**src/rtl/pkt_err_detector_p_pkg.sv**
```systemverilog
// pkt_err_pkg: shared state, error-code and check-mode definitions for the packet error detector
package pkt_err_pkg;
    typedef enum logic [2:0] {HUNT, HDR1, BODY, CHK, GAP} state_t;
    typedef enum logic [2:0] {
        ERR_NONE  = 3'd0,
        ERR_SHORT = 3'd1,
        ERR_LONG  = 3'd2,
        ERR_CHK   = 3'd3,
        ERR_HDR   = 3'd4
    } err_code_t;
    localparam int CHK_SUM = 0;
    localparam int CHK_XOR = 1;
endpackage

```
**src/rtl/pkt_err_detector_p_if.sv**
```systemverilog
// pkt_err_detector_p_if: byte stream in, packet status out
interface pkt_err_detector_p_if #(parameter int CNT_W = 16);
    logic [7:0]       data;
    logic             data_valid;
    logic             error;
    logic [2:0]       err_code;
    logic             pkt_ok;
    logic [CNT_W-1:0] good_cnt;
    logic [CNT_W-1:0] bad_cnt;
    modport master (output data, data_valid, input error, err_code, pkt_ok, good_cnt, bad_cnt);
    modport slave  (input data, data_valid, output error, err_code, pkt_ok, good_cnt, bad_cnt);
endinterface

```
**src/rtl/pkt_err_detector_p_accum.sv**
```systemverilog
// pkt_chk_accum: registered 8-bit body checksum, modulo-256 sum or XOR fold
module pkt_chk_accum
    import pkt_err_pkg::*;
#(
    parameter int CHK_MODE = CHK_SUM
) (
    input  logic       clk,
    input  logic       reset,
    input  logic       clr,
    input  logic       en,
    input  logic [7:0] din,
    output logic [7:0] acc
);
    logic [7:0] acc_d, acc_q;
    always_comb acc_d = clr ? 8'd0 : en ? (CHK_MODE == CHK_XOR ? acc_q ^ din : acc_q + din) : acc_q;
    always_ff @(posedge clk) begin
        if (!reset) acc_q <= 8'd0;
        else acc_q <= acc_d;
    end
    assign acc = acc_q;
endmodule

```
**src/rtl/pkt_err_detector_p.sv**
```systemverilog
// pkt_err_detector_p: frames SYNC0 SYNC1 body check packets and reports malformed ones
module pkt_err_detector_p
    import pkt_err_pkg::*;
#(
    parameter logic [7:0] SYNC0    = 8'hBE,
    parameter logic [7:0] SYNC1    = 8'hEF,
    parameter int         BODY_LEN = 8,
    parameter int         CHK_MODE = CHK_SUM,
    parameter int         CNT_W    = 16
) (
    input logic               clk,
    input logic               reset,
    pkt_err_detector_p_if.slave bus
);
    localparam logic [7:0] LAST = 8'(BODY_LEN - 1);
    state_t           state_d, state_q;
    logic [7:0]       cnt_d, cnt_q;
    logic             error_d, error_q;
    err_code_t        code_d, code_q;
    logic             pkt_ok_d, pkt_ok_q;
    logic [CNT_W-1:0] good_d, good_q, bad_d, bad_q;
    err_code_t        ev;
    logic             clr, en, ok, clear_err;
    logic [7:0]       acc;
    logic             is_s0, is_s1;

    assign is_s0 = bus.data == SYNC0;
    assign is_s1 = bus.data == SYNC1;

    pkt_chk_accum #(.CHK_MODE(CHK_MODE)) u_accum (
        .clk  (clk),
        .reset(reset),
        .clr  (clr),
        .en   (en),
        .din  (bus.data),
        .acc  (acc)
    );

    always_comb begin
        state_d   = state_q;
        cnt_d     = cnt_q;
        ev        = ERR_NONE;
        ok        = 1'b0;
        clr       = 1'b0;
        en        = 1'b0;
        clear_err = 1'b0;
        if (bus.data_valid) begin
            case (state_q)
                HUNT: state_d = is_s0 ? HDR1 : HUNT;
                HDR1: begin
                    state_d = is_s1 ? BODY : is_s0 ? HDR1 : HUNT;
                    clr     = is_s1;
                    cnt_d   = is_s1 ? 8'd0 : cnt_q;
                    ev      = (is_s1 || is_s0) ? ERR_NONE : ERR_HDR;
                end
                BODY: begin
                    en        = !is_s0;
                    clear_err = !is_s0 && cnt_q == 8'd0;
                    cnt_d     = is_s0 ? cnt_q : cnt_q + 8'd1;
                    state_d   = is_s0 ? HDR1 : cnt_q == LAST ? CHK : BODY;
                    ev        = is_s0 ? ERR_SHORT : ERR_NONE;
                end
                CHK: begin
                    ok      = !is_s0 && bus.data == acc;
                    state_d = is_s0 ? HDR1 : GAP;
                    ev      = is_s0 ? ERR_SHORT : ok ? ERR_NONE : ERR_CHK;
                end
                GAP: begin
                    state_d = is_s0 ? HDR1 : HUNT;
                    ev      = is_s0 ? ERR_NONE : ERR_LONG;
                end
                default: state_d = HUNT;
            endcase
        end
        // a fresh error always wins over the first-body-byte clear
        error_d  = ev != ERR_NONE ? 1'b1 : clear_err ? 1'b0 : error_q;
        code_d   = ev != ERR_NONE ? ev : clear_err ? ERR_NONE : code_q;
        pkt_ok_d = ok;
        good_d   = ok && !(&good_q) ? good_q + 1'b1 : good_q;
        bad_d    = ev != ERR_NONE && !(&bad_q) ? bad_q + 1'b1 : bad_q;
    end

    always_ff @(posedge clk) begin
        if (!reset) begin
            state_q  <= HUNT;
            cnt_q    <= 8'd0;
            error_q  <= 1'b0;
            code_q   <= ERR_NONE;
            pkt_ok_q <= 1'b0;
            good_q   <= '0;
            bad_q    <= '0;
        end else begin
            state_q  <= state_d;
            cnt_q    <= cnt_d;
            error_q  <= error_d;
            code_q   <= code_d;
            pkt_ok_q <= pkt_ok_d;
            good_q   <= good_d;
            bad_q    <= bad_d;
        end
    end

    assign bus.error    = error_q;
    assign bus.err_code = code_q;
    assign bus.pkt_ok   = pkt_ok_q;
    assign bus.good_cnt = good_q;
    assign bus.bad_cnt  = bad_q;
endmodule

```
**src/flat_wrapper.sv**
```systemverilog
// flat-port wrapper written by rule: the top's interface ports become plain ports
module pkt_err_detector_p_flat import pkt_err_pkg::*;
#(
    parameter logic [7:0] SYNC0    = 8'hBE,
    parameter logic [7:0] SYNC1    = 8'hEF,
    parameter int         BODY_LEN = 8,
    parameter int         CHK_MODE = CHK_SUM,
    parameter int         CNT_W    = 16
)
  (clk, reset, bus_data, bus_data_valid, bus_error, bus_err_code, bus_pkt_ok, bus_good_cnt, bus_bad_cnt);
  pkt_err_detector_p_if #(.CNT_W(CNT_W)) bus_i ();
  input logic clk;
  input logic reset;
  input wire logic [$bits(bus_i.data)-1:0] bus_data;
  input wire logic [$bits(bus_i.data_valid)-1:0] bus_data_valid;
  output wire logic [$bits(bus_i.error)-1:0] bus_error;
  output wire logic [$bits(bus_i.err_code)-1:0] bus_err_code;
  output wire logic [$bits(bus_i.pkt_ok)-1:0] bus_pkt_ok;
  output wire logic [$bits(bus_i.good_cnt)-1:0] bus_good_cnt;
  output wire logic [$bits(bus_i.bad_cnt)-1:0] bus_bad_cnt;
  assign bus_i.data = bus_data;
  assign bus_i.data_valid = bus_data_valid;
  assign bus_error = bus_i.error;
  assign bus_err_code = bus_i.err_code;
  assign bus_pkt_ok = bus_i.pkt_ok;
  assign bus_good_cnt = bus_i.good_cnt;
  assign bus_bad_cnt = bus_i.bad_cnt;
  pkt_err_detector_p #(.SYNC0(SYNC0), .SYNC1(SYNC1), .BODY_LEN(BODY_LEN), .CHK_MODE(CHK_MODE), .CNT_W(CNT_W)) u_core (.clk(clk), .reset(reset), .bus(bus_i));
endmodule
```
**config.mk**
```make
export PLATFORM = sky130hd
export DESIGN_NAME = pkt_err_detector_p_flat
export DESIGN_NICKNAME = d
export VERILOG_FILES = /design/src/rtl/pkt_err_detector_p_pkg.sv /design/src/rtl/pkt_err_detector_p_if.sv /design/src/rtl/pkt_err_detector_p_accum.sv /design/src/rtl/pkt_err_detector_p.sv /design/src/flat_wrapper.sv
export SDC_FILE = /design/constraint.sdc
export NUM_CORES = 1
export LEC_CHECK = 0
export ABC_AREA = 1
export CORE_ASPECT_RATIO = 0.9
export CORE_MARGIN = 2
export CORE_UTILIZATION = 50
export CTS_CLUSTER_DIAMETER = 60
export DETAILED_ROUTE_END_ITERATION = 12
export GPL_TIMING_DRIVEN = 0
export PLACE_DENSITY = 0.77
export SLEW_MARGIN = 25
export SYNTH_ARGS = -nofsm -noshare
export SYNTH_HDL_FRONTEND = slang
export SYNTH_HIERARCHICAL = 1
export SYNTH_SLANG_ARGS = --single-unit
```
**constraint.sdc**
```tcl
create_clock -name clk -period 1.9 [get_ports clk]
set_input_delay 0.19 -clock clk [delete_from_list [all_inputs] [get_ports clk]]
set_output_delay 0.19 -clock clk [all_outputs]
set_load 0.02 [all_outputs]
```
# ---- After elaboration in Yosys (flattened, before gate mapping)
# Cells that the tools add are included.
# W data, S select, Z words.
dict set report word_totals {
  reg_bits 56
  inputBits 11
  wordCells 68
}
dict set report op_classes {
  n_addsub 4
  n_eq_ne 10
  n_mux 27
  n_bitwise 1
  reduce_logical 18
}
# operator count
set ops {}
lappend ops {{$add A16 B1 Y16 const B} 2}
lappend ops {{$reduce_and A16 Y1} 2}
lappend ops {{$pmux W3 S4} 2}
lappend ops {{$mux W3} 7}
lappend ops {{$eq A8 B8 Y1 const B} 2}
lappend ops {{$mux W8} 2}
lappend ops {{$pmux W8 S2} 1}
lappend ops {{$mux W1} 12}
lappend ops {{$add A8 B1 Y8 const B} 1}
lappend ops {{$add A8 B8 Y8} 1}
lappend ops {{$eq A8 B3 Y1 const B} 1}
lappend ops {{$eq A8 B8 Y1} 1}
lappend ops {{$logic_not A8 Y1} 1}
lappend ops {{$eq A3 B2 Y1 const B} 2}
lappend ops {{$mux W2} 3}
lappend ops {{$logic_and A1 B1 Y1} 4}
lappend ops {{$reduce_and A4 Y1} 1}
lappend ops {{$reduce_bool A2 Y1} 2}
lappend ops {{$reduce_or A2 Y1} 2}
lappend ops {{$eq A3 B1 Y1 const B} 1}
lappend ops {{$eq A3 B3 Y1 const B} 1}
lappend ops {{$logic_not A1 Y1} 3}
lappend ops {{$logic_not A3 Y1} 1}
lappend ops {{$reduce_bool A3 Y1} 1}
lappend ops {{4 further kinds} 4}

# ---- Longest topological paths before layout
dict set report logic_depth {
  word_depth 9
  mapped_depth 14
  ltp_nobuf 13
}

# ---- Hierarchy
# Netlist, hierarchy kept.
# module instances cells_each area_per_inst_um2 seq_area_each_um2
set by_module_without_submodules {}
lappend by_module_without_submodules {pkt_err_detector_p 1 413 2829.0 960.9}
lappend by_module_without_submodules {pkt_chk_accum 1 97 670.6 160.2}

# ---- Worst setup path before layout
# Ideal clock, no wire load.
dict set report synth_path {
  path_kind {register to register}
  from {reg u_core.bad_q[0] (netlist: u_core/bus.bad_cnt[0])}
  to {reg u_core.bad_q[0] (netlist: u_core/bus.bad_cnt[0])}
  t_arrival_ns 1.805
  slack_ns -0.021
  path_stages_with_launch 10
  n_path_buf 1
  cell_sequence {dfxtp_1 ha_1 nand3_2 nor3_2 inv_2 nor3_4 nand3_4 buf_2 a21oi_1 nor2_1}
}
dict set report synth_between {
  elab_chain_cells 3
}
# element line
set synth_rtl {}
lappend synth_rtl {{start: declaration} pkt_err_detector_p.sv:21} ;# logic [CNT_W-1:0] good_d, good_q, bad_d, bad_q;
lappend synth_rtl {{start signal: assignment} pkt_err_detector_p.sv:91} ;# bad_q <= '0;
lappend synth_rtl {{start signal: assignment} pkt_err_detector_p.sv:99} ;# bad_q <= bad_d;
lappend synth_rtl {{parallel branches: the longest is 3 deep, another holds $add A16 B1 Y16} -}
# Parallel ways; which one is timed is not known.
# A chain may end at the register's enable or synchronous reset.

# ---- Worst setup path in the final report
dict set report layout_path {
  from {in bus_data[6]}
  to {reg u_core.good_q[12] (netlist: u_core/bus.good_cnt[12])}
}
dict set report layout_between {
  elab_chain_cells 6
}
# element line
set layout_rtl {}
lappend layout_rtl {{start: declaration} flat_wrapper.sv:14} ;# input wire logic [$bits(bus_i.data)-1:0] bus_data;
lappend layout_rtl {{$eq A8 B8 Y1} pkt_err_detector_p.sv:27} ;# assign is_s0 = bus.data == SYNC0;
lappend layout_rtl {{$logic_not A1 Y1} pkt_err_detector_p.sv:64} ;# ok = !is_s0 && bus.data == acc;
lappend layout_rtl {{$logic_and A1 B1 Y1 *} pkt_err_detector_p.sv:64}
lappend layout_rtl {{$mux W1 *} pkt_err_detector_p.sv:48} ;# case (state_q)
lappend layout_rtl {{$mux W1 *} pkt_err_detector_p.sv:47} ;# if (bus.data_valid) begin
lappend layout_rtl {{$logic_and A1 B1 Y1 *} pkt_err_detector_p.sv:79} ;# good_d = ok && !(&good_q) ? good_q + 1'b1 : good_q;
lappend layout_rtl {{end signal: assignment} pkt_err_detector_p.sv:98} ;# good_q <= good_d;
lappend layout_rtl {{end: declaration} pkt_err_detector_p.sv:21}
# Every way passes the cells marked *; elsewhere a longest branch is shown, timed or not.

==> summary.md <==
| Metric | Value |
|---|---|
| Tcrit/Tclk final | `0.947` |
| DRC violations left | `0` |
| Net count, final | `596` |
| Seq/Total Area, Yosys | `0.320` |
| Clock latency on the worst-skew pair | `300 ps` |
| Worst Tran Pin Value | `525 ps` |
| Rel. slew slack | `0.650` |
| Setup crit start kind | `primary input` |
| Ranking of synthesized cells by area | `dfxtp_1 32%, nand2_1 12%, nand3_1 7.7%` |
| FF+latch count, synth | `56` |
| Depth of the CTS H-tree | `2` |
| Tmin final | `1800 ps` |
| Synth warn | `6` |
| Cell area after synthesis | `0.00350 sq mm` |
| Fillcell total | `590` |
| Post-route cell area | `0.00437 sq mm` |
| Die ar. | `0.00769 sq mm` |
| Gpl congestion | `0.899` |
| Drt first pass iters | `4` |
| Synth cell types | `38` |
| Fmax | `556 MHz` |
| Mapped Nets | `533` |
| Leading cell type in the layout, fill and taps excluded | `nand2_1` |
| Die height | `83.4 microns` |
| Port Buffers | `47` |
| Sequential cell area | `0.00113 sq mm` |
| Area of the multi-input gates | `0.00218 sq mm` |
| Rows | `28` |
| DP Worst Slack | `-530 ps` |
| WS Path Type | `in2reg` |
| Commonest cells after routing, fill and taps aside | `108 x nand2_1, 60 x inv_1, 54 x nand3_1` |
| P_leak | `0.00174 uW` |
| Via count | `3,429` |
| WL final | `8130 microns` |
| CTS root buffer | `clkbuf_8` |
| Ports | `48` |
| Vias in the first global route | `3,106` |
| Buf/Inv on CP | `3` |
| Worst path cell trace | `clkdlybuf4s50_1, inv_1, nand2_1, nor2_4, nand2_4, nand2_4, nor2_2, nand2_1, inv_1, nand3_1, xor2_1, nor2_1` |
| Max-cap violations | `0` |
| Share of cells above drive strength 1 | `0.120` |
| Post-synth EDFFs | `0` |
| Worst path max stage delay | `530 ps` |
| CTS buffer count | `5` |
| Worst-path fanout max | `5` |
| Slowest cell on crit path | `clkdlybuf4s50_1` |
| Main synth FF type | `dfxtp_1` |
| Max VDD drop | `429 uV` |
| Tot GR Track Use | `0.206` |
| Initial Util | `0.523` |
| Required @ worst endpoint | `2080 ps` |
| Initial antenna violation count | `0` |
| Worst hold path type | `in2reg` |
| Starting DRC count in detailed routing | `147` |
| ANT cells | `0` |
| Top Family by Delay on Critical Path | `simple AND/OR/NAND/NOR gates` |
| Final slew viol count | `0` |
| DR WL/cell | `12.3 microns` |
| Hold slack final | `407 ps` |
| Status | `complete, no violations` |
| Placed wire-length estimate | `6080 microns` |
| Reg clk slew, reported paths | `100 ps` |
| Post-route ant nets | `0` |
| Ys async rst share | `0` |
| Final hold violation count | `0` |
| Clock Skew | `9.09 ps` |
| Drt via density | `5.17` |
| TritonCTS clock tree | `built` |
| Die width | `92.2 microns` |
| Placed cell areas | `0.00408 sq mm` |
| Power per standard cell area | `465 mW/mm^2` |
| Core box area | `0.00669 sq mm` |
| Average size of a mapped cell | `6.86 sq um` |
| Crit. End Element | `flop` |
| P&R area growth vs syn | `25.0%` |
| Area leader, netlist | `dfxtp_1` |
| Final setup violation count | `0` |
| CTS max path bufs | `2` |
| Clk sink count | `56` |
| Total grt overflow | `0` |
| Yosys top cell area share | `0.320` |
| Setup WS post-layout | `101 ps` |
| Syn Inst Count | `510` |
| Largest net degree at the start of global routing | `16` |
| Critical path arrival | `1980 ps` |
| First-pass GRT wire length | `13,500 microns` |
## report_power, final
group          leakage, uW  switching, uW  internal (uW)  total [uW]
sequential        0.000455           4.53           1170        1180
combinational      0.00123           96.0           65.5         162
clock            0.0000503            366            326         692
total              0.00174            467           1570        2030
## per-stage QoR
stage	setup TNS [ps]	total power, uW	cells	utilization
CTS	0	2050	654	0.626
detailed placement	-12280	1360	647	0.610
global route	-24.2	2120	663	0.654
floorplan	0	1300	510	-
global placement	-9910	1350	647	0.610
finish	0	2030	663	0.654
## path summary, 6_finish.rpt
| check | startpoint | end | slack [ps] | cells past startpoint |
|---|---|---|---|---|
| max | bus_data[6] | u_core/bus.good_cnt[12]$_SDFFE_PN0P_ | 100 | 12 |
| min | bus_data[7] | u_core/u_accum/acc[7]$_SDFFE_PP0P_ | 410 | 6 |
| max reg2reg | u_core/u_accum/acc[2]$_SDFFE_PP0P_ | u_core/bus.good_cnt[12]$_SDFFE_PN0P_ | 110 | 10 |
| min reg2reg | u_core/bus.good_cnt[15]$_SDFFE_PN0P_ | u_core/bus.good_cnt[15]$_SDFFE_PN0P_ | 490 | 2 |
## registers in the layout (all words and copies together) (netlist names)
| register | flops |
|---|---|
| u_core/bus.good_cnt | 16 |
| u_core/bus.pkt_ok | 1 |
| u_core/bus.err_code | 3 |
| u_core/cnt_q | 8 |
| u_core/u_accum/acc | 8 |
| u_core/state_q | 3 |
| u_core/bus.bad_cnt | 16 |
| u_core/bus.error | 1 |
## per-layer routing
metal	vias to the layer above	GRT usage	routed length, microns
li1	1782	-	-
met1	1569	0.280	3930
met2	72	0.353	3870
met3	6	0.0281	271
met4	0	0.0366	62
met5	-	0	0
## cells by family (layout without fill, tap and decap cells)
kind of cell | after synthesis | count (layout) | share of synthesized area
xor gates and xnor gates | 32 | 32 | 0.0822
AOI/OAI and AO/OA | 64 | 64 | 0.102
buffers and inverters | 73 | 136 | 0.0829
adders and majority gates | 12 | 12 | 0.0450
DFF | 56 | 56 | 0.320
and+or+nand+nor | 273 | 273 | 0.368
## synthesized netlist by cell type, types with 2 or more instances
master	instances
ha_1	11
nor3_2	2
dfxtp_1	56
nand2_4	2
inv_2	3
nor2_1	57
nor4_1	2
nand4_1	10
nor2_2	7
xnor2_1	13
o21a_1	3
clkbuf_1	5
nand2_1	110
nand2_2	5
inv_1	61
nor3_1	11
o21ai_0	12
a31oi_1	2
a21oi_1	40
nand3_2	4
nand3b_1	4
or2_4	2
o211ai_1	2
nand3_1	54
xor2_1	18
buf_4	2
## area by class of cell
class / count / area share
clock buffer: 7 / 0.0220
sequential: 56 / 0.259
buffer: 9 / 0.0114
timing repair buffer: 56 / 0.127
tap: 90 / 0.0258
inverter: 64 / 0.0549
multi-input combinational: 381 / 0.500
## worst min-delay path, stage by stage
cell            delay, ps
dlymetal6s2s_1        190
xnor2_2                90
nand2_1                60
nand3_1                60
nand2_1                60
inv_1                  30
## what timing repair did
item                                    CTS  global route
endpoints found under the setup margin   21            47
buffers inserted                          0             9
pin swaps                                 0             7
resized for setup                         3            34
hold buffers                              0             0
Power figures use the tool's default switching activity.
